[config.mk]
export PLATFORM = sky130hd
export DESIGN_NAME = axi_adc_scan_flat
export DESIGN_NICKNAME = d
export VERILOG_FILES = /design/src/rtl/axi_adc_pkg.sv /design/src/rtl/axi_adc_scan_if.sv /design/src/rtl/adc_sample_fifo.sv /design/src/rtl/axi_adc_scan.sv /design/src/flat_wrapper.sv
export SDC_FILE = /design/constraint.sdc
export NUM_CORES = 1
export LEC_CHECK = 0
export CAP_MARGIN = 10
export CORE_MARGIN = 2
export CORE_UTILIZATION = 45
export CTS_BUF_LIST = sky130_fd_sc_hd__clkbuf_2 sky130_fd_sc_hd__clkbuf_4 sky130_fd_sc_hd__clkbuf_8
export CTS_CLUSTER_DIAMETER = 50
export DETAILED_ROUTE_END_ITERATION = 8
export SKIP_LAST_GASP = 1
export SLEW_MARGIN = 20
export SYNTH_ARGS = -nofsm -noshare
export SYNTH_HDL_FRONTEND = slang
export SYNTH_SLANG_ARGS = --single-unit
export TNS_END_PERCENT = 30
[constraint.sdc]
create_clock -name aclk -period 4.4 [get_ports aclk]
set_input_delay 0.88 -clock aclk [delete_from_list [all_inputs] [get_ports aclk]]
set_output_delay 0.88 -clock aclk [all_outputs]
set_load 0.01 [all_outputs]
[src/rtl/axi_adc_pkg.sv]
// rtl/axi_adc_pkg.sv - register map, bit positions, scan states and response codes for axi_adc_scan
package axi_adc_pkg;

    localparam logic [4:0] ADDR_CTL     = 5'h00;
    localparam logic [4:0] ADDR_CLK_DIV = 5'h04;
    localparam logic [4:0] ADDR_STATUS  = 5'h08;
    localparam logic [4:0] ADDR_DATA    = 5'h0C;
    localparam logic [4:0] ADDR_IRQ_THR = 5'h10;

    localparam int CTL_EN       = 0;
    localparam int CTL_CONT     = 1;
    localparam int CTL_START    = 2;
    localparam int CTL_FIFO_CLR = 3;
    localparam int CTL_MASK_LSB = 8;

    localparam int STAT_BUSY      = 0;
    localparam int STAT_EMPTY     = 1;
    localparam int STAT_FULL      = 2;
    localparam int STAT_OVF       = 3;
    localparam int STAT_LEVEL_LSB = 16;

    localparam int DATA_CH_LSB = 24;

    typedef enum logic [1:0] {
        RESP_OKAY   = 2'b00,
        RESP_EXOKAY = 2'b01,
        RESP_SLVERR = 2'b10,
        RESP_DECERR = 2'b11
    } axi_resp_t;

    typedef enum logic [1:0] {
        ST_IDLE,
        ST_SETTLE,
        ST_CONV,
        ST_NEXT
    } scan_state_t;

endpackage

[src/rtl/axi_adc_scan_if.sv]
// rtl/axi_adc_scan_if.sv - AXI4-Lite bus (5-bit address, 32-bit data) with master/slave modports
interface axi_adc_scan_if;
    import axi_adc_pkg::*;

    logic [4:0]  awaddr;
    logic        awvalid;
    logic        awready;
    logic [31:0] wdata;
    logic [3:0]  wstrb;
    logic        wvalid;
    logic        wready;
    logic [1:0]  bresp;
    logic        bvalid;
    logic        bready;
    logic [4:0]  araddr;
    logic        arvalid;
    logic        arready;
    logic [31:0] rdata;
    logic [1:0]  rresp;
    logic        rvalid;
    logic        rready;

    modport master (
        output awaddr, awvalid, wdata, wstrb, wvalid, bready, araddr, arvalid, rready,
        input  awready, wready, bresp, bvalid, arready, rdata, rresp, rvalid
    );

    modport slave (
        input  awaddr, awvalid, wdata, wstrb, wvalid, bready, araddr, arvalid, rready,
        output awready, wready, bresp, bvalid, arready, rdata, rresp, rvalid
    );

endinterface

[src/rtl/adc_sample_fifo.sv]
// rtl/adc_sample_fifo.sv - sync FWFT FIFO with push/pop/clr, full/empty/level and drop indication
// Ports: clk, rst (sync, active-high); push/din; pop/dout (head word, valid when !empty);
//        clr empties the FIFO; full, empty, level (0..DEPTH); overflow pulses when a push is dropped.
module adc_sample_fifo #(
    parameter int WIDTH = 10,
    parameter int DEPTH = 16,
    parameter int LVL_W = $clog2(DEPTH) + 1
) (
    input  logic             clk,
    input  logic             rst,
    input  logic             push,
    input  logic [WIDTH-1:0] din,
    input  logic             pop,
    input  logic             clr,
    output logic [WIDTH-1:0] dout,
    output logic             full,
    output logic             empty,
    output logic [LVL_W-1:0] level,
    output logic             overflow
);
    localparam int PTR_W = $clog2(DEPTH);

    logic [WIDTH-1:0] mem [DEPTH];
    logic [PTR_W-1:0] wr_ptr;
    logic [PTR_W-1:0] rd_ptr;
    logic             do_push;
    logic             do_pop;

    assign full     = (level == LVL_W'(DEPTH));
    assign empty    = (level == '0);
    assign do_pop   = pop && !empty;
    // A pop in the same cycle frees the slot, so a push into a full FIFO still lands.
    assign do_push  = push && (!full || do_pop);
    assign overflow = push && !do_push && !clr;
    assign dout     = mem[rd_ptr];

    always_ff @(posedge clk) begin
        if (rst) begin
            wr_ptr <= '0;
            rd_ptr <= '0;
            level  <= '0;
        end else if (clr) begin
            wr_ptr <= '0;
            rd_ptr <= '0;
            level  <= '0;
        end else begin
            if (do_push) wr_ptr <= wr_ptr + PTR_W'(1);
            if (do_pop)  rd_ptr <= rd_ptr + PTR_W'(1);
            if (do_push && !do_pop)      level <= level + LVL_W'(1);
            else if (!do_push && do_pop) level <= level - LVL_W'(1);
        end
    end

    always_ff @(posedge clk) begin
        if (do_push && !clr) mem[wr_ptr] <= din;
    end

endmodule

[src/rtl/axi_adc_scan.sv]
// rtl/axi_adc_scan.sv - AXI4-Lite multi-channel ADC scan controller with sample FIFO and level irq
// Ports: aclk, areset (sync, active-high); s_axi (AXI4-Lite slave modport);
//        adc_clk (registered conversion clock), adc_ch_sel (analog mux select),
//        adc_data (ADC parallel output), irq (level: IRQ_THR!=0 && LEVEL>=IRQ_THR, registered).
module axi_adc_scan
    import axi_adc_pkg::*;
#(
    parameter  int DATA_W     = 8,
    parameter  int NUM_CH     = 4,
    parameter  int FIFO_DEPTH = 16,
    parameter  int DIV_W      = 16,
    localparam int CH_W       = (NUM_CH > 1) ? $clog2(NUM_CH) : 1
) (
    input  logic              aclk,
    input  logic              areset,
    axi_adc_scan_if.slave     s_axi,
    output logic              adc_clk,
    output logic [CH_W-1:0]   adc_ch_sel,
    input  logic [DATA_W-1:0] adc_data,
    output logic              irq
);
    localparam int LVL_W  = $clog2(FIFO_DEPTH) + 1;
    localparam int WORD_W = CH_W + DATA_W;

    logic              ctl_en;
    logic              ctl_cont;
    logic [NUM_CH-1:0] ctl_mask;
    logic [DIV_W-1:0]  clk_div;
    logic [7:0]        irq_thr;
    logic              ovf;

    logic              wr_fire;
    logic              rd_fire;
    logic              start_req;
    logic              start_en;
    logic [NUM_CH-1:0] start_mask;
    logic              clr_req;
    logic              ovf_clr;
    logic [31:0]       rd_word;

    scan_state_t       state;
    logic [DIV_W-1:0]  div_cnt;
    logic [DIV_W-1:0]  div_lat;
    logic              div_tick;
    logic [NUM_CH-1:0] mask_lat;
    logic              next_valid;
    logic [CH_W-1:0]   next_ch;

    logic              fifo_push;
    logic              fifo_pop;
    logic [WORD_W-1:0] fifo_dout;
    logic              fifo_full;
    logic              fifo_empty;
    logic [LVL_W-1:0]  fifo_level;
    logic              fifo_ovf;
    logic              busy;

    logic              unused_axi;
    assign unused_axi = ^{s_axi.wstrb, s_axi.wdata};

    function automatic logic [CH_W-1:0] lowest_ch(input logic [NUM_CH-1:0] m);
        lowest_ch = '0;
        for (int i = NUM_CH - 1; i >= 0; i--) begin
            if (m[i]) lowest_ch = CH_W'(i);
        end
    endfunction

    // ---------------- AXI-Lite handshakes ----------------
    assign wr_fire       = s_axi.awvalid && s_axi.wvalid && !s_axi.bvalid;
    assign s_axi.awready = wr_fire;
    assign s_axi.wready  = wr_fire;
    assign s_axi.bresp   = RESP_OKAY;
    assign rd_fire       = s_axi.arvalid && !s_axi.rvalid;
    assign s_axi.arready = rd_fire;
    assign s_axi.rresp   = RESP_OKAY;

    // START uses the EN/mask being written, so EN|START in one write launches a scan.
    assign start_req  = wr_fire && (s_axi.awaddr == ADDR_CTL) && s_axi.wdata[CTL_START];
    assign start_en   = s_axi.wdata[CTL_EN];
    assign start_mask = s_axi.wdata[CTL_MASK_LSB +: NUM_CH];
    assign clr_req    = wr_fire && (s_axi.awaddr == ADDR_CTL) && s_axi.wdata[CTL_FIFO_CLR];
    assign ovf_clr    = wr_fire && (s_axi.awaddr == ADDR_STATUS) && s_axi.wdata[STAT_OVF];
    assign fifo_pop   = rd_fire && (s_axi.araddr == ADDR_DATA);

    always_ff @(posedge aclk) begin
        if (areset) begin
            ctl_en       <= 1'b0;
            ctl_cont     <= 1'b0;
            ctl_mask     <= '0;
            clk_div      <= DIV_W'(4);
            irq_thr      <= '0;
            s_axi.bvalid <= 1'b0;
        end else if (wr_fire) begin
            s_axi.bvalid <= 1'b1;
            case (s_axi.awaddr)
                ADDR_CTL: begin
                    ctl_en   <= s_axi.wdata[CTL_EN];
                    ctl_cont <= s_axi.wdata[CTL_CONT];
                    ctl_mask <= s_axi.wdata[CTL_MASK_LSB +: NUM_CH];
                end
                ADDR_CLK_DIV: clk_div <= s_axi.wdata[DIV_W-1:0];
                ADDR_IRQ_THR: irq_thr <= s_axi.wdata[7:0];
                default: ;
            endcase
        end else if (s_axi.bready) begin
            s_axi.bvalid <= 1'b0;
        end
    end

    // A drop in the same cycle as the W1C wins so the event is never lost.
    always_ff @(posedge aclk) begin
        if (areset)        ovf <= 1'b0;
        else if (fifo_ovf) ovf <= 1'b1;
        else if (ovf_clr)  ovf <= 1'b0;
    end

    always_comb begin
        rd_word = '0;
        case (s_axi.araddr)
            ADDR_CTL: begin
                rd_word[CTL_EN]                  = ctl_en;
                rd_word[CTL_CONT]                = ctl_cont;
                rd_word[CTL_MASK_LSB +: NUM_CH]  = ctl_mask;
            end
            ADDR_CLK_DIV: rd_word[DIV_W-1:0] = clk_div;
            ADDR_STATUS: begin
                rd_word[STAT_BUSY]               = busy;
                rd_word[STAT_EMPTY]              = fifo_empty;
                rd_word[STAT_FULL]               = fifo_full;
                rd_word[STAT_OVF]                = ovf;
                rd_word[STAT_LEVEL_LSB +: 8]     = 8'(fifo_level);
            end
            ADDR_DATA: begin
                if (!fifo_empty) begin
                    rd_word[DATA_W-1:0]          = fifo_dout[DATA_W-1:0];
                    rd_word[DATA_CH_LSB +: 3]    = 3'(fifo_dout[WORD_W-1:DATA_W]);
                end
            end
            ADDR_IRQ_THR: rd_word[7:0] = irq_thr;
            default: ;
        endcase
    end

    always_ff @(posedge aclk) begin
        if (areset) begin
            s_axi.rvalid <= 1'b0;
            s_axi.rdata  <= '0;
        end else if (rd_fire) begin
            s_axi.rvalid <= 1'b1;
            s_axi.rdata  <= rd_word;
        end else if (s_axi.rready) begin
            s_axi.rvalid <= 1'b0;
        end
    end

    // ---------------- Scan FSM and adc_clk divider ----------------
    assign busy     = (state != ST_IDLE);
    assign div_tick = (div_cnt == div_lat);
    // Capture happens on the edge that drives adc_clk 1->0; an abort suppresses it.
    assign fifo_push = (state == ST_CONV) && div_tick && adc_clk && ctl_en;

    always_comb begin
        next_valid = 1'b0;
        next_ch    = '0;
        for (int i = NUM_CH - 1; i >= 0; i--) begin
            if (mask_lat[i] && (i > int'(adc_ch_sel))) begin
                next_valid = 1'b1;
                next_ch    = CH_W'(i);
            end
        end
    end

    always_ff @(posedge aclk) begin
        if (areset) begin
            state      <= ST_IDLE;
            adc_clk    <= 1'b0;
            adc_ch_sel <= '0;
            div_cnt    <= '0;
            div_lat    <= '0;
            mask_lat   <= '0;
        end else begin
            case (state)
                ST_IDLE: begin
                    if (start_req && start_en && (start_mask != '0)) begin
                        state      <= ST_SETTLE;
                        mask_lat   <= start_mask;
                        adc_ch_sel <= lowest_ch(start_mask);
                        div_cnt    <= '0;
                        div_lat    <= clk_div;
                        adc_clk    <= 1'b0;
                    end
                end
                default: begin
                    if (!ctl_en) begin
                        state   <= ST_IDLE;
                        adc_clk <= 1'b0;
                    end else begin
                        if (div_tick) begin
                            div_cnt <= '0;
                            div_lat <= clk_div;
                            adc_clk <= ~adc_clk;
                        end else begin
                            div_cnt <= div_cnt + DIV_W'(1);
                        end
                        case (state)
                            // SETTLE ends on the rising toggle; the falling one a half period
                            // later completes a full adc_clk period before the first capture.
                            ST_SETTLE: if (div_tick) state <= ST_CONV;
                            ST_CONV:   if (div_tick && adc_clk) state <= ST_NEXT;
                            ST_NEXT: begin
                                if (next_valid) begin
                                    adc_ch_sel <= next_ch;
                                    state      <= ST_CONV;
                                end else if (ctl_cont && (ctl_mask != '0)) begin
                                    mask_lat   <= ctl_mask;
                                    adc_ch_sel <= lowest_ch(ctl_mask);
                                    state      <= ST_CONV;
                                end else begin
                                    state   <= ST_IDLE;
                                    adc_clk <= 1'b0;
                                end
                            end
                            default: ;
                        endcase
                    end
                end
            endcase
        end
    end

    always_ff @(posedge aclk) begin
        if (areset) irq <= 1'b0;
        else        irq <= (irq_thr != 8'd0) && (32'(fifo_level) >= 32'(irq_thr));
    end

    adc_sample_fifo #(
        .WIDTH (WORD_W),
        .DEPTH (FIFO_DEPTH),
        .LVL_W (LVL_W)
    ) u_fifo (
        .clk      (aclk),
        .rst      (areset),
        .push     (fifo_push),
        .din      ({adc_ch_sel, adc_data}),
        .pop      (fifo_pop),
        .clr      (clr_req),
        .dout     (fifo_dout),
        .full     (fifo_full),
        .empty    (fifo_empty),
        .level    (fifo_level),
        .overflow (fifo_ovf)
    );

endmodule

[src/flat_wrapper.sv]
// flat-port wrapper written by rule: the top's interface ports become plain ports
module axi_adc_scan_flat import axi_adc_pkg::*;
#(
    parameter  int DATA_W     = 8,
    parameter  int NUM_CH     = 4,
    parameter  int FIFO_DEPTH = 16,
    parameter  int DIV_W      = 16,
    localparam int CH_W       = (NUM_CH > 1) ? $clog2(NUM_CH) : 1
)
  (aclk, areset, adc_clk, adc_ch_sel, adc_data, irq, s_axi_awaddr, s_axi_awvalid, s_axi_wdata, s_axi_wstrb, s_axi_wvalid, s_axi_bready, s_axi_araddr, s_axi_arvalid, s_axi_rready, s_axi_awready, s_axi_wready, s_axi_bresp, s_axi_bvalid, s_axi_arready, s_axi_rdata, s_axi_rresp, s_axi_rvalid);
  axi_adc_scan_if s_axi_i ();
  input  logic aclk;
  input  logic areset;
  output logic adc_clk;
  output logic [CH_W-1:0] adc_ch_sel;
  input  logic [DATA_W-1:0] adc_data;
  output logic irq;
  input wire logic [$bits(s_axi_i.awaddr)-1:0] s_axi_awaddr;
  input wire logic [$bits(s_axi_i.awvalid)-1:0] s_axi_awvalid;
  input wire logic [$bits(s_axi_i.wdata)-1:0] s_axi_wdata;
  input wire logic [$bits(s_axi_i.wstrb)-1:0] s_axi_wstrb;
  input wire logic [$bits(s_axi_i.wvalid)-1:0] s_axi_wvalid;
  input wire logic [$bits(s_axi_i.bready)-1:0] s_axi_bready;
  input wire logic [$bits(s_axi_i.araddr)-1:0] s_axi_araddr;
  input wire logic [$bits(s_axi_i.arvalid)-1:0] s_axi_arvalid;
  input wire logic [$bits(s_axi_i.rready)-1:0] s_axi_rready;
  output wire logic [$bits(s_axi_i.awready)-1:0] s_axi_awready;
  output wire logic [$bits(s_axi_i.wready)-1:0] s_axi_wready;
  output wire logic [$bits(s_axi_i.bresp)-1:0] s_axi_bresp;
  output wire logic [$bits(s_axi_i.bvalid)-1:0] s_axi_bvalid;
  output wire logic [$bits(s_axi_i.arready)-1:0] s_axi_arready;
  output wire logic [$bits(s_axi_i.rdata)-1:0] s_axi_rdata;
  output wire logic [$bits(s_axi_i.rresp)-1:0] s_axi_rresp;
  output wire logic [$bits(s_axi_i.rvalid)-1:0] s_axi_rvalid;
  assign s_axi_i.awaddr = s_axi_awaddr;
  assign s_axi_i.awvalid = s_axi_awvalid;
  assign s_axi_i.wdata = s_axi_wdata;
  assign s_axi_i.wstrb = s_axi_wstrb;
  assign s_axi_i.wvalid = s_axi_wvalid;
  assign s_axi_i.bready = s_axi_bready;
  assign s_axi_i.araddr = s_axi_araddr;
  assign s_axi_i.arvalid = s_axi_arvalid;
  assign s_axi_i.rready = s_axi_rready;
  assign s_axi_awready = s_axi_i.awready;
  assign s_axi_wready = s_axi_i.wready;
  assign s_axi_bresp = s_axi_i.bresp;
  assign s_axi_bvalid = s_axi_i.bvalid;
  assign s_axi_arready = s_axi_i.arready;
  assign s_axi_rdata = s_axi_i.rdata;
  assign s_axi_rresp = s_axi_i.rresp;
  assign s_axi_rvalid = s_axi_i.rvalid;
  axi_adc_scan #(.DATA_W(DATA_W), .NUM_CH(NUM_CH), .FIFO_DEPTH(FIFO_DEPTH), .DIV_W(DIV_W)) u_core (.aclk(aclk), .areset(areset), .s_axi(s_axi_i), .adc_clk(adc_clk), .adc_ch_sel(adc_ch_sel), .adc_data(adc_data), .irq(irq));
endmodule
[Yosys cells after proc, flatten, opt, wreduce, memory -nomap -nowiden]
Memories as Yosys holds them, arrays and structs flattened. A register that Yosys moved wholly into a read port is not among the register bits.
Index checks and enable logic that the tools add are counted.
Widths: inputs -> output; s select.
Operators by class
  reduce and logical (&&, ||, !) cells: 61
  divide/modulo/power cells: 0
  multiply operators: 0
  magnitude comparators: 4
  equality and inequality tests: 17
  shift-type cells: 0
  multiplexer cells: 70
  bitwise gates (word level): 1
  $add $sub $neg: 5
Operators with widths (number)
  $mux 16: 8
  $mux 2: 26
  $mux 4: 9
  $logic_and 1x1->1: 27
  $mux 1: 18
  $reduce_bool 2->1: 9
  $add 16x1->16 const B: 1
  $eq 16x16->1: 1
  $eq 5x4->1 const B: 3
  $eq 5x5->1 const B: 3
  $logic_not 5->1: 3
  $mux 5: 3
  $pmux 4 s3: 1
  $eq 5x3->1 const B: 2
  $pmux 2 s5: 1
  $add 4x1->4 const B: 2
  $ge 5x8->1: 1
  $mux 8: 1
  $ne 4x4->1 const B: 2
  $pmux 2 s4: 1
  $pmux 4 s2: 1
  $reduce_and 2->1: 4
  $reduce_and 4->1: 2
  $reduce_bool 4->1: 2
  19 further kinds: 27
Storage, ports and cells
  RAM bits: 160
  word-level logic and storage cells: 178
  latch bits: 0
  bits in registers: 115
  input port bits: 61
  bits in read-only memories: 0
  memories kept: 1
  output and inout bits: 45
Memory list
  u_core.u_fifo.mem: depth 16, bits a word 10, rd ports 1, clocked after memory_dff 1, write ports 1, line adc_sample_fifo.sv:23  | logic [WIDTH-1:0] mem [DEPTH];

[Depth between registers and ports, before layout]
  depth after elaboration: 10
  depth in mapped cells: 15
  gate-level depth less buffers: 14

[Modules after synthesis]
From an unflattened synthesis, not the netlist that was laid out.
Second synthesis, totals
  cells, all modules: 996
  area, all modules: 12306.8 um2
By module, submodules not included
  adc_sample_fifo: times used 1, cells an instance 359, seq. area each 5144.9 um2, area each 6982.9 um2
  axi_adc_scan: times used 1, cells an instance 637, seq. area each 1941.9 um2, area each 5323.9 um2

[Least setup slack after synthesis]
No wires, ideal clock.
  kind: input port to flip-flop
  start: in s_axi_araddr[4]
  end: reg u_core.u_fifo.level[4]
  data required time: 4.330 ns
  buffers on the path: 1
  setup time: 0.070 ns
  stages on the path: 13
  arrival: 3.439 ns
  setup slack: 0.891 ns
  cells stage by stage: nor4b_1 o211a_1 and2_0 clkbuf_1 inv_1 ha_1 inv_1 ha_1 a21o_1 a21oi_1 xnor2_1 or3_1 a21oi_1
Between the ends
  word-level cells in the longest chain between the ends: 8
  elaborated cells on any way between the ends: 11
  classes of those cells: eq/ne: 1; mux: 1; reduce/logical: 9
RTL lines
  from (decl): line flat_wrapper.sv:24  | input wire logic [$bits(s_axi_i.araddr)-1:0] s_axi_araddr;
  $eq 5x4->1 *: line axi_adc_scan.sv:83  | assign fifo_pop = rd_fire && (s_axi.araddr == ADDR_DATA);
  $logic_and 1x1->1 *: line axi_adc_scan.sv:83
  $logic_and 1x1->1 *: line adc_sample_fifo.sv:31  | assign do_pop = pop && !empty;
  $logic_or 1x1->1: line adc_sample_fifo.sv:33  | assign do_push = push && (!full || do_pop);
  $logic_and 1x1->1: line adc_sample_fifo.sv:33
  $logic_not 1->1: line adc_sample_fifo.sv:50  | else if (!do_push && do_pop) level <= level - LVL_W'(1);
  $logic_and 1x1->1: line adc_sample_fifo.sv:50
  $reduce_bool 2->1 (no line)
  to (signal assigned): line adc_sample_fifo.sv:49  | if (do_push && !do_pop) level <= level + LVL_W'(1);
  to (signal assigned): line adc_sample_fifo.sv:50
  to (decl): line adc_sample_fifo.sv:18  | output logic [LVL_W-1:0] level,
Every way passes the cells marked *; elsewhere a longest branch is shown, timed or not.
A chain may end at the register's enable or synchronous reset.

[Final worst setup path]
Same ends and word-level chain as after synthesis.

==> results_dict.tcl <==
set metrics [dict create \
    outcome "finished, final reports clean" \
    htreeDepth 2 \
    place_ws_ps 392 \
    first_pass_iters 5 \
    grt_most_used_layer "met2" \
    leakagePower_nw 4.72 \
    wl_mm 26.8 \
    mostFrequentLayoutCells "edfxtp_1 (160), dfxtp_1 (113), nand2_1 (87)" \
    rows 58 \
    nets 1106 \
    met3_usage 0.0360 \
    cts_buffers 46 \
    gp_congestion 0.792 \
    port_buffers 72 \
    cts_tree "done" \
    synthAdderAreaFrac 0.0231 \
    slowest_stage "clkdlybuf4s50_1" \
    worstPathMaxFanout 6 \
    multi_input_area_sq_mm 0.00423 \
    postCtsSetupRepairBufs 0 \
    period_share 0.790 \
    worst_pin_slew_ps 1140 \
    drc 0 \
    use_met1 0.267 \
    ant_nets 0 \
    hold_viol_final 0 \
    via_count 7476 \
    clkLatencyLatePin_ps 560 \
    area_growth_pct 17.2 \
    setup_viol 0 \
    hold_buffers 0 \
    drv_cap 0 \
    antenna_found_initial 0 \
    synth_cell_types 66 \
    io_pins 106 \
    clk_pin_slew_worst_paths_ps 60 \
    die_area_sq_mm 0.0273 \
    worstPathRequired_ps 4870 \
    die_h_um 165 \
    whs_ps 448 \
    grt_max_degree 64 \
    grt_pass1_vias 7345 \
    muxShareOfSynthArea 0.106 \
    final_cells 1389 \
    cp-start-kind "input port" \
    num-fill-cells 2167 \
    max_freq_mhz 288 \
    cp_cell_sequence "clkdlybuf4s50_1 > nor4b_1 > buf_4 > o211a_1 > and2_0 > inv_1 > ha_1 > inv_1 > ha_1 > a21o_1 > a21oi_1 > xnor2_1 > or3_1 > a21oi_1" \
    cts_sinks 274 \
    synth_xor_area_frac 0.0232 \
    die_w_um 165 \
    final_common_cell "edfxtp_1" \
    clock_skew_ps 26.8 \
    end_kind "flip-flop" \
    hp-class "flip-flop to flip-flop" \
    power_density_mw_per_mm2 374 \
    slew_headroom 0.231 \
    post-route-min-period_ps 3480 \
    synth_top_family_by_area "simple AND/OR/NAND/NOR gates" \
    ys.flop_type "edfxtp_1" \
    syn_inst 921 \
    viasPerCell 5.38 \
    vdd_ir_drop_max_mv 0.350 \
    cts_root_buf "clkbuf_8" \
    tns_ps 0 \
    post_cts_resized 0 \
    grt_first_pass_wirelength_mm 41.1 \
    synthArstFlopShare 0 \
    core-area_sq_mm 0.0253 \
    layout-drive-gt1-share 0.150 \
    synth-edff-count 160 \
    syn_avg_cell_area_sq_um 12.7 \
    wl_per_cell_um 19.3 \
    grt_usage 0.199 \
    ys_warn_count 0 \
    yosys.area.top_type_share 0.411 \
    cpPeakStageDelay_ps 530 \
    synth_compound_area_frac 0.0872 \
    dp_hpwl_mm 17.8 \
    worstPathArrival_ps 3940 \
    seq_area_frac_synth 0.607 \
    critical_path_class "input port to flip-flop" \
    dp.cells 1306 \
    rsz0062_at_grt "no" \
    drv_slew 0 \
    grt-ovfl-total 0 \
    diodes 0 \
    ys_ff_latch 274 \
    finalWorstSetupSlack_ps 923 \
    regArea_sq_mm 0.00709 \
    start_util 0.461 \
    synth_largest_area_cell "edfxtp_1" \
    drt_iter0_markers 516 \
    netlist_area_sq_mm 0.0117 \
    synthSimpleGateAreaFrac 0.117 \
    synth_area_leaders "edfxtp_1 (41%), dfxtp_1 (20%), mux4_2 (7.7%)" \
    use_met2 0.330 \
    cts_buffer_depth 3 \
]
==> metrics by stage <==
step,power [mW],instance area [sq um],util
after floorplan,2.86,11700,-
after global placement,2.95,12800,0.504
after detailed placement,2.95,12800,0.504
after CTS,5.19,13700,0.541
after global routing,5.32,13700,0.541
final,5.12,13700,0.541
==> final cells by class <==
| type | instances | area share |
|---|---|---|
| multi-input cells | 574 | 0.309 |
| repair buffers | 99 | 0.0680 |
| well taps | 330 | 0.0302 |
| inverters | 29 | 0.00795 |
| flip-flops and latches | 274 | 0.518 |
| clock buffers | 65 | 0.0603 |
| clock inverters | 18 | 0.00740 |
==> where the power goes <==
part | switching (mW) | internal [mW]
clock | 1.01 | 1.22
combinational | 0.104 | 0.0732
sequential | 0.00551 | 2.71
==> cells in the mapped netlist, types with 18 or more instances <==
cell type / n
inv_1: 29
nand3_1: 30
dfxtp_1: 114
mux2i_1: 34
xnor2_1: 24
nor3_1: 25
a21oi_1: 61
a22oi_1: 18
ha_1: 20
nand2_1: 87
and2_1: 21
nor2_1: 67
edfxtp_1: 160
mux4_2: 40
clkbuf_1: 27
==> critical path, delay by kind of cell <==
family          cells  cell delay, ps
compound gates      4             650
xor+xnor            1              90
fa+ha+maj           2             520
buf+inv             4             990
simple gates        3             790
==> registers in the layout, indices dropped and copies added (netlist names), named ones only <==
register and flops:
u_core.s_axi.bvalid 1, u_core.adc_clk 1, u_core.u_fifo.wr_ptr 4, u_core.irq 1, u_core.s_axi.rvalid 1, u_core.state 2
u_core.irq_thr 8, u_core.u_fifo.rd_ptr 4, u_core.adc_ch_sel 2, u_core.ctl_en 1, u_core.ctl_mask 4, u_core.u_fifo.level 5
u_core.u_fifo.mem 160, u_core.mask_lat 3, u_core.s_axi.rdata 23, u_core.div_cnt 16, u_core.ctl_cont 1, u_core.clk_div 16
u_core.div_lat 16, u_core.ovf 1
==> logic make-up (layout without fill, tap and decap cells) <==
kind of cell / Yosys count / count (layout)
buffers and inverters: 85 / 211
other: 1 / 13
adders and majority gates: 21 / 21
DFF: 274 / 274
and+or+nand+nor: 285 / 285
xor gates and xnor gates: 31 / 31
muxes: 74 / 74
AOI/OAI and AO/OA: 150 / 150
==> metal layers <==
metal,vias to the layer above,share of wire,wire length (um)
met1,3629,0.44,11900
met2,191,0.48,12900
met3,56,0.053,1410
met4,0,0.022,589
met5,-,0,0
li1,3600,-,-
==> final timing paths <==
check | startpoint | end | slack (ps) | cells past startpoint
min reg2reg | u_core.s_axi.rdata[19]$_SDFFE_PP0P_ | u_core.s_axi.rdata[19]$_SDFFE_PP0P_ | 450 | 2
max reg2reg | u_core.u_fifo.level[0]$_SDFFE_PP0P_ | u_core.u_fifo.level[4]$_SDFFE_PP0P_ | 1060 | 12
max | s_axi_araddr[4] | u_core.u_fifo.level[4]$_SDFFE_PP0P_ | 920 | 14
min | u_core.s_axi.rdata[19]$_SDFFE_PP0P_ | u_core.s_axi.rdata[19]$_SDFFE_PP0P_ | 450 | 2
No activity file was read; power rests on OpenSTA's default activity.
==> patch 1 (config.mk and constraints unchanged) <==
Remove the register `irq`: a continuous assignment takes its place, so the output `irq` follows one clock earlier. Comments in the files are not updated.
--- a/src/rtl/axi_adc_scan.sv
+++ b/src/rtl/axi_adc_scan.sv
@@ -228,10 +228,7 @@
         end
     end
 
-    always_ff @(posedge aclk) begin
-        if (areset) irq <= 1'b0;
-        else        irq <= (irq_thr != 8'd0) && (32'(fifo_level) >= 32'(irq_thr));
-    end
+    assign irq = (irq_thr != 8'd0) && (32'(fifo_level) >= 32'(irq_thr));
 
     adc_sample_fifo #(
         .WIDTH (WORD_W),
Behaviour: same outputs for any inputs over 4 cycles, from zero or initial values and one cycle with areset high; that may be too few to reach the edited logic, so the function may still have changed.
==> patch 1 against the unedited design <==
- synthesized area decreased by 0.90%
- cell count decreased by 1.4%
- count of clock-buffer cells in the layout unchanged
- worst setup slack got worse by 210 ps
- power about the same
- critical path type is now register to output port
- core utilization decreased by 0.097 points
- largest cell class unchanged
- sequential cell count decreased by 1
- wire length decreased by 0.99%
- design area decreased by 0.47%
- die area decreased by 0.88%
==> patch 1: results (changes against the unedited design) <==
Final Wtd Congestion=0.801 (was 0.792); CP peak stage delay=500 ps (was 530 ps); CP delay by family, top=compound AO/OA/AOI/OAI gates (was buffers and inverters); Final Skew=30.7 ps (was 26.8 ps); Avg WL per Cell=19.4 um (was 19.3 um); final std cells w/o fill=1370 (was 1389); unique cell type count in the Yosys netlist=56 (was 66); hold path cells=2 (unchanged); worst r2r path cells=14 (was 12); Leakage=4.79 nW (was 4.72 nW); layout cells sized above 1=0.150 (about the same); NetSw=1.11 mW (was 1.12 mW); r2r setup slk=830 ps (was 1060 ps); nets=1089 (was 1106); Setup WS pre-CTS=223 ps (was 392 ps); Min-Delay Endpoint=u_core.s_axi.rdata[14]$_SDFFE_PP0P_ (was u_core.s_axi.rdata[19]$_SDFFE_PP0P_); DR vias/cell=5.39 (was 5.38); Comb pwr share=0.031 (was 0.035); clk slew on worst S/H paths=70 ps; largest net degree at the start of global routing=38 (was 64); first-iteration detailed-routing DRC count=598 (was 516); Num CTS Buffers=45 (was 46); Hold WS=452 ps (was 448 ps); global-route wire length before repair=41100 um (about the same); relative slew slack=0.245 (was 0.231); sequential-to-total area share from yosys stat=0.611 (was 0.607); HP Start=u_core.s_axi.rdata[14]$_SDFFE_PP0P_ (was u_core.s_axi.rdata[19]$_SDFFE_PP0P_); WP data arrival=2800 ps (was 3940 ps); n_diodes=0 (unchanged); worst vdd ir=0.233 mV (was 0.350 mV); status=complete, no violations (unchanged); synth top area cells=edfxtp_1 (42%), dfxtp_1 (20%), mux4_2 (7.8%) (was edfxtp_1 (41%), dfxtp_1 (20%), mux4_2 (7.7%)); HPWL after detailed placement=18100 um (was 17800 um); Area after DPL=12700 um^2 (was 12800 um^2); Total GRT Usage=0.200 (was 0.199); share of power burned in registers=0.529 (was 0.531); most frequent cells after synthesis=edfxtp_1 (160), dfxtp_1 (113), nor2_1 (110), mux2i_1 (54), nand2_1 (54) (was edfxtp_1 (160), dfxtp_1 (114), nand2_1 (87), nor2_1 (67), a21oi_1 (61)); vias in the first global route=7395 (was 7345); Final min period=3680 ps (was 3480 ps); dpl cells=1289 (was 1306); Post-Synthesis Cells=900 (was 921)
[patch 1: cell types whose count changed after synthesis, moves of 9 or more]
cell	before	now
nand2_1	87	54
nor4_1	4	14
mux2i_1	34	54
a21oi_1	61	41
a22o_1	4	16
nor2_1	67	110
o21ai_0	14	23
and2_1	21	7
xor2_1	7	21
xnor2_1	24	9
[patch 1: cells by family after synthesis]
group | after synthesis | synth area share
simple gates | 268 | 0.107
flops | 273 | 0.611
buf+inv | 76 | 0.0307
other cells | 1 | 0.000324
xor+xnor | 30 | 0.0227
mux | 95 | 0.125
compound gates | 135 | 0.0788
fa+ha+maj | 22 | 0.0244
[patch 1: metal layers]
metal  up-vias  wire length (um)  track usage
met4         0               629       0.0696
li1       3558                 -            -
met1      3606             11800        0.264
met2       165             12900        0.337
met5         -                 0            0
met3        51              1160       0.0324
[patch 1: how the worst max path moves through the flow]
stage / from / endpoint / depth (start not counted)
after global placement: s_axi_araddr[4] / u_core.u_fifo.level[4]$_SDFFE_PP0P_ / 13
after CTS: u_core.u_fifo.level[0]$_SDFFE_PP0P_ / irq / 9
after detailed placement: s_axi_araddr[4] / u_core.u_fifo.level[4]$_SDFFE_PP0P_ / 13
after floorplan: s_axi_araddr[2] / u_core.u_fifo.level[4]$_SDFFE_PP0P_ / 12
after global routing: s_axi_araddr[4] / u_core.u_fifo.mem[2][9]$_DFFE_PP_ / 8
final: u_core.u_fifo.level[0]$_SDFFE_PP0P_ / irq / 9
[patch 1: tightest hold or removal path: stages, from the launching register on]
cell and delay, ps:
dfxtp_1 310, nand2_1 50, a21oi_1 50
[patch 1: final cells by class]
class	instances	area, um^2
clock buffer	65	807
inverter	23	86.3
timing repair buffer	100	926
sequential	273	7070
tap	330	413
clock inverter	16	119
multi-input combinational	563	4210
fill	2203	11600
==> patch 2 (config.mk and constraints unchanged) <==
Without the edit above. `DATA_W` is set to 8 in 2 places; all go to 10.
--- a/src/rtl/axi_adc_scan.sv
+++ b/src/rtl/axi_adc_scan.sv
@@ -5,7 +5,7 @@
 module axi_adc_scan
     import axi_adc_pkg::*;
 #(
-    parameter  int DATA_W     = 8,
+    parameter  int DATA_W     = 10,
     parameter  int NUM_CH     = 4,
     parameter  int FIFO_DEPTH = 16,
     parameter  int DIV_W      = 16,
--- a/src/flat_wrapper.sv
+++ b/src/flat_wrapper.sv
@@ -1,7 +1,7 @@
 // flat-port wrapper written by rule: the top's interface ports become plain ports
 module axi_adc_scan_flat import axi_adc_pkg::*;
 #(
-    parameter  int DATA_W     = 8,
+    parameter  int DATA_W     = 10,
     parameter  int NUM_CH     = 4,
     parameter  int FIFO_DEPTH = 16,
     parameter  int DIV_W      = 16,
Interface: changed (resized adc_data); port bits go from 106 to 108. The function was not compared with the original's and may differ.
==> patch 2 against the unedited design <==
- global-route usage is 0.17 points lower
- count of clock-buffer cells in the layout is 12 higher
- worst setup slack worse by 200 ps
- synthesized area is 9.9% higher
- critical path type unchanged
- wire length is 10% higher
- largest cell class unchanged
- design area is 11% higher
- power is 12% higher
- sequential cell count is 32 higher
- sequential power is 12% higher
- fmax is 5.4% lower
- highest routed layer unchanged
- first-iteration DRC count is 29% higher
- critical path depth stayed put
==> patch 2: results (changes against the unedited design) <==
Final Wtd Congestion=0.813 (was 0.792); synthesized area per cell=14.0 um^2 (was 12.7 um^2); HP Class=register to register (unchanged); M1 wire length=13300 um (was 11900 um); relative slew slack=0.327 (was 0.231); initial antenna violation count=0 (unchanged); Area after DPL=14100 um^2 (was 12800 um^2); post-CTS sizing=0 (unchanged); root buf cell=clkbuf_8 (unchanged); dpl cells=1364 (was 1306); WP data arrival=4110 ps (was 3940 ps); max layer used=met4 (unchanged); Total GRT Usage=0.197 (was 0.199); Main synth FF type=edfxtp_1 (unchanged); CP delay by family, top=simple AND/OR/NAND/NOR gates (was buffers and inverters); n_diodes=0 (unchanged); worst vdd ir=0.262 mV (was 0.350 mV); most frequent cells after synthesis=edfxtp_1 (192), dfxtp_1 (114), nor2_1 (105), mux4_2 (60), mux2i_1 (51) (was edfxtp_1 (160), dfxtp_1 (114), nand2_1 (87), nor2_1 (67), a21oi_1 (61)); met2 Use GR=0.328 (was 0.330); synth top area cells=edfxtp_1 (45%), dfxtp_1 (18%), mux4_2 (11%) (was edfxtp_1 (41%), dfxtp_1 (20%), mux4_2 (7.7%)); vias in the first global route=7876 (was 7345); met3 wire length=1490 um (was 1410 um); Post-synth EDFFs=192 (was 160); first-iteration detailed-routing DRC count=668 (was 516); Leakage=5.30 nW (was 4.72 nW); Avg WL per Cell=20.3 um (was 19.3 um); Final Skew=31.5 ps (was 26.8 ps); unique cell type count in the Yosys netlist=61 (was 66); Total Wirelength=29600 um (was 26800 um); met3 Resource Use GR=0.0376 (was 0.0360); YS warnings=0 (unchanged); WL met2=14200 um (was 12900 um); met1 GRT Util=0.265 (was 0.267); crit path max-delay cell type=or3_1 (was clkdlybuf4s50_1); CP max FO=6 (unchanged); Setup WS pre-CTS=173 ps (was 392 ps); largest net degree at the start of global routing=76 (was 64); clk slew on worst S/H paths=60 ps (about the same); asr flop ratio synth=0 (unchanged); global-route wire length before repair=45600 um (was 41100 um); port buffer count=74 (was 72); layout cells sized above 1=0.195 (was 0.150); Skew-Pair Late Insertion Delay=590 ps (was 560 ps); Setup Fix Bufs, Post-CTS=0 (unchanged); nets=1124 (was 1106); Num CTS Buffers=51 (was 46); Clock Path Buffers=3 (unchanged); biggest regs=u_core.u_fifo.mem (192), u_core.s_axi.rdata (23) (was u_core.u_fifo.mem (160), u_core.s_axi.rdata (23)); vias=7874 (was 7476); sequential-to-total area share from yosys stat=0.627 (was 0.607); TritonRoute pass-1 iters=6 (was 5); CP peak stage delay=480 ps (was 530 ps); H-tree depth=2 (unchanged); status=complete, no violations (unchanged); HPWL after detailed placement=18800 um (was 17800 um)
-- patch 2: changes by cell type after synthesis, sizes merged, moves of 15 or more --
cell	change
xor2	+16
nand3	-15
nand2	-45
a21oi	-25
edfxtp	+32
nor2	+37
xnor2	-17
mux4	+20
mux2i	+17
and2	-17
o21ai	+16
-- patch 2: area by class of cell --
cell class	count	area, um^2
fillers	2372	12800
flip-flops and latches	306	8050
multi-input cells	545	4490
repair buffers	113	1050
clock buffers	77	935
well taps	378	473
clock inverters	15	93.8
inverters	23	86.3
-- patch 2: report_power, final --
| group | switching [mW] | internal, mW |
|---|---|---|
| combinational | 0.106 | 0.0717 |
| sequential | 0.00600 | 3.05 |
| clock | 1.13 | 1.37 |
| total | 1.24 | 4.49 |
-- patch 2: worst paths after layout --
path / startpoint / endpoint / slack, ps / cells past startpoint
setup / recovery: s_axi_araddr[1] / u_core.u_fifo.level[4]$_SDFFE_PP0P_ / 720 / 14
hold / removal: u_core.s_axi.rdata[11]$_SDFFE_PP0P_ / u_core.s_axi.rdata[11]$_SDFFE_PP0P_ / 460 / 2
setup reg to reg: u_core.u_fifo.level[0]$_SDFFE_PP0P_ / u_core.u_fifo.level[4]$_SDFFE_PP0P_ / 900 / 12
hold reg to reg: u_core.s_axi.rdata[11]$_SDFFE_PP0P_ / u_core.s_axi.rdata[11]$_SDFFE_PP0P_ / 460 / 2
-- patch 2: cells by family after synthesis --
family / count (synthesis) / share of synthesized area
compound gates: 121 / 0.0615
other cells: 1 / 0.000292
simple gates: 245 / 0.0921
fa+ha+maj: 21 / 0.0211
flops: 306 / 0.627
buf+inv: 80 / 0.0288
mux: 115 / 0.149
xor+xnor: 30 / 0.0205
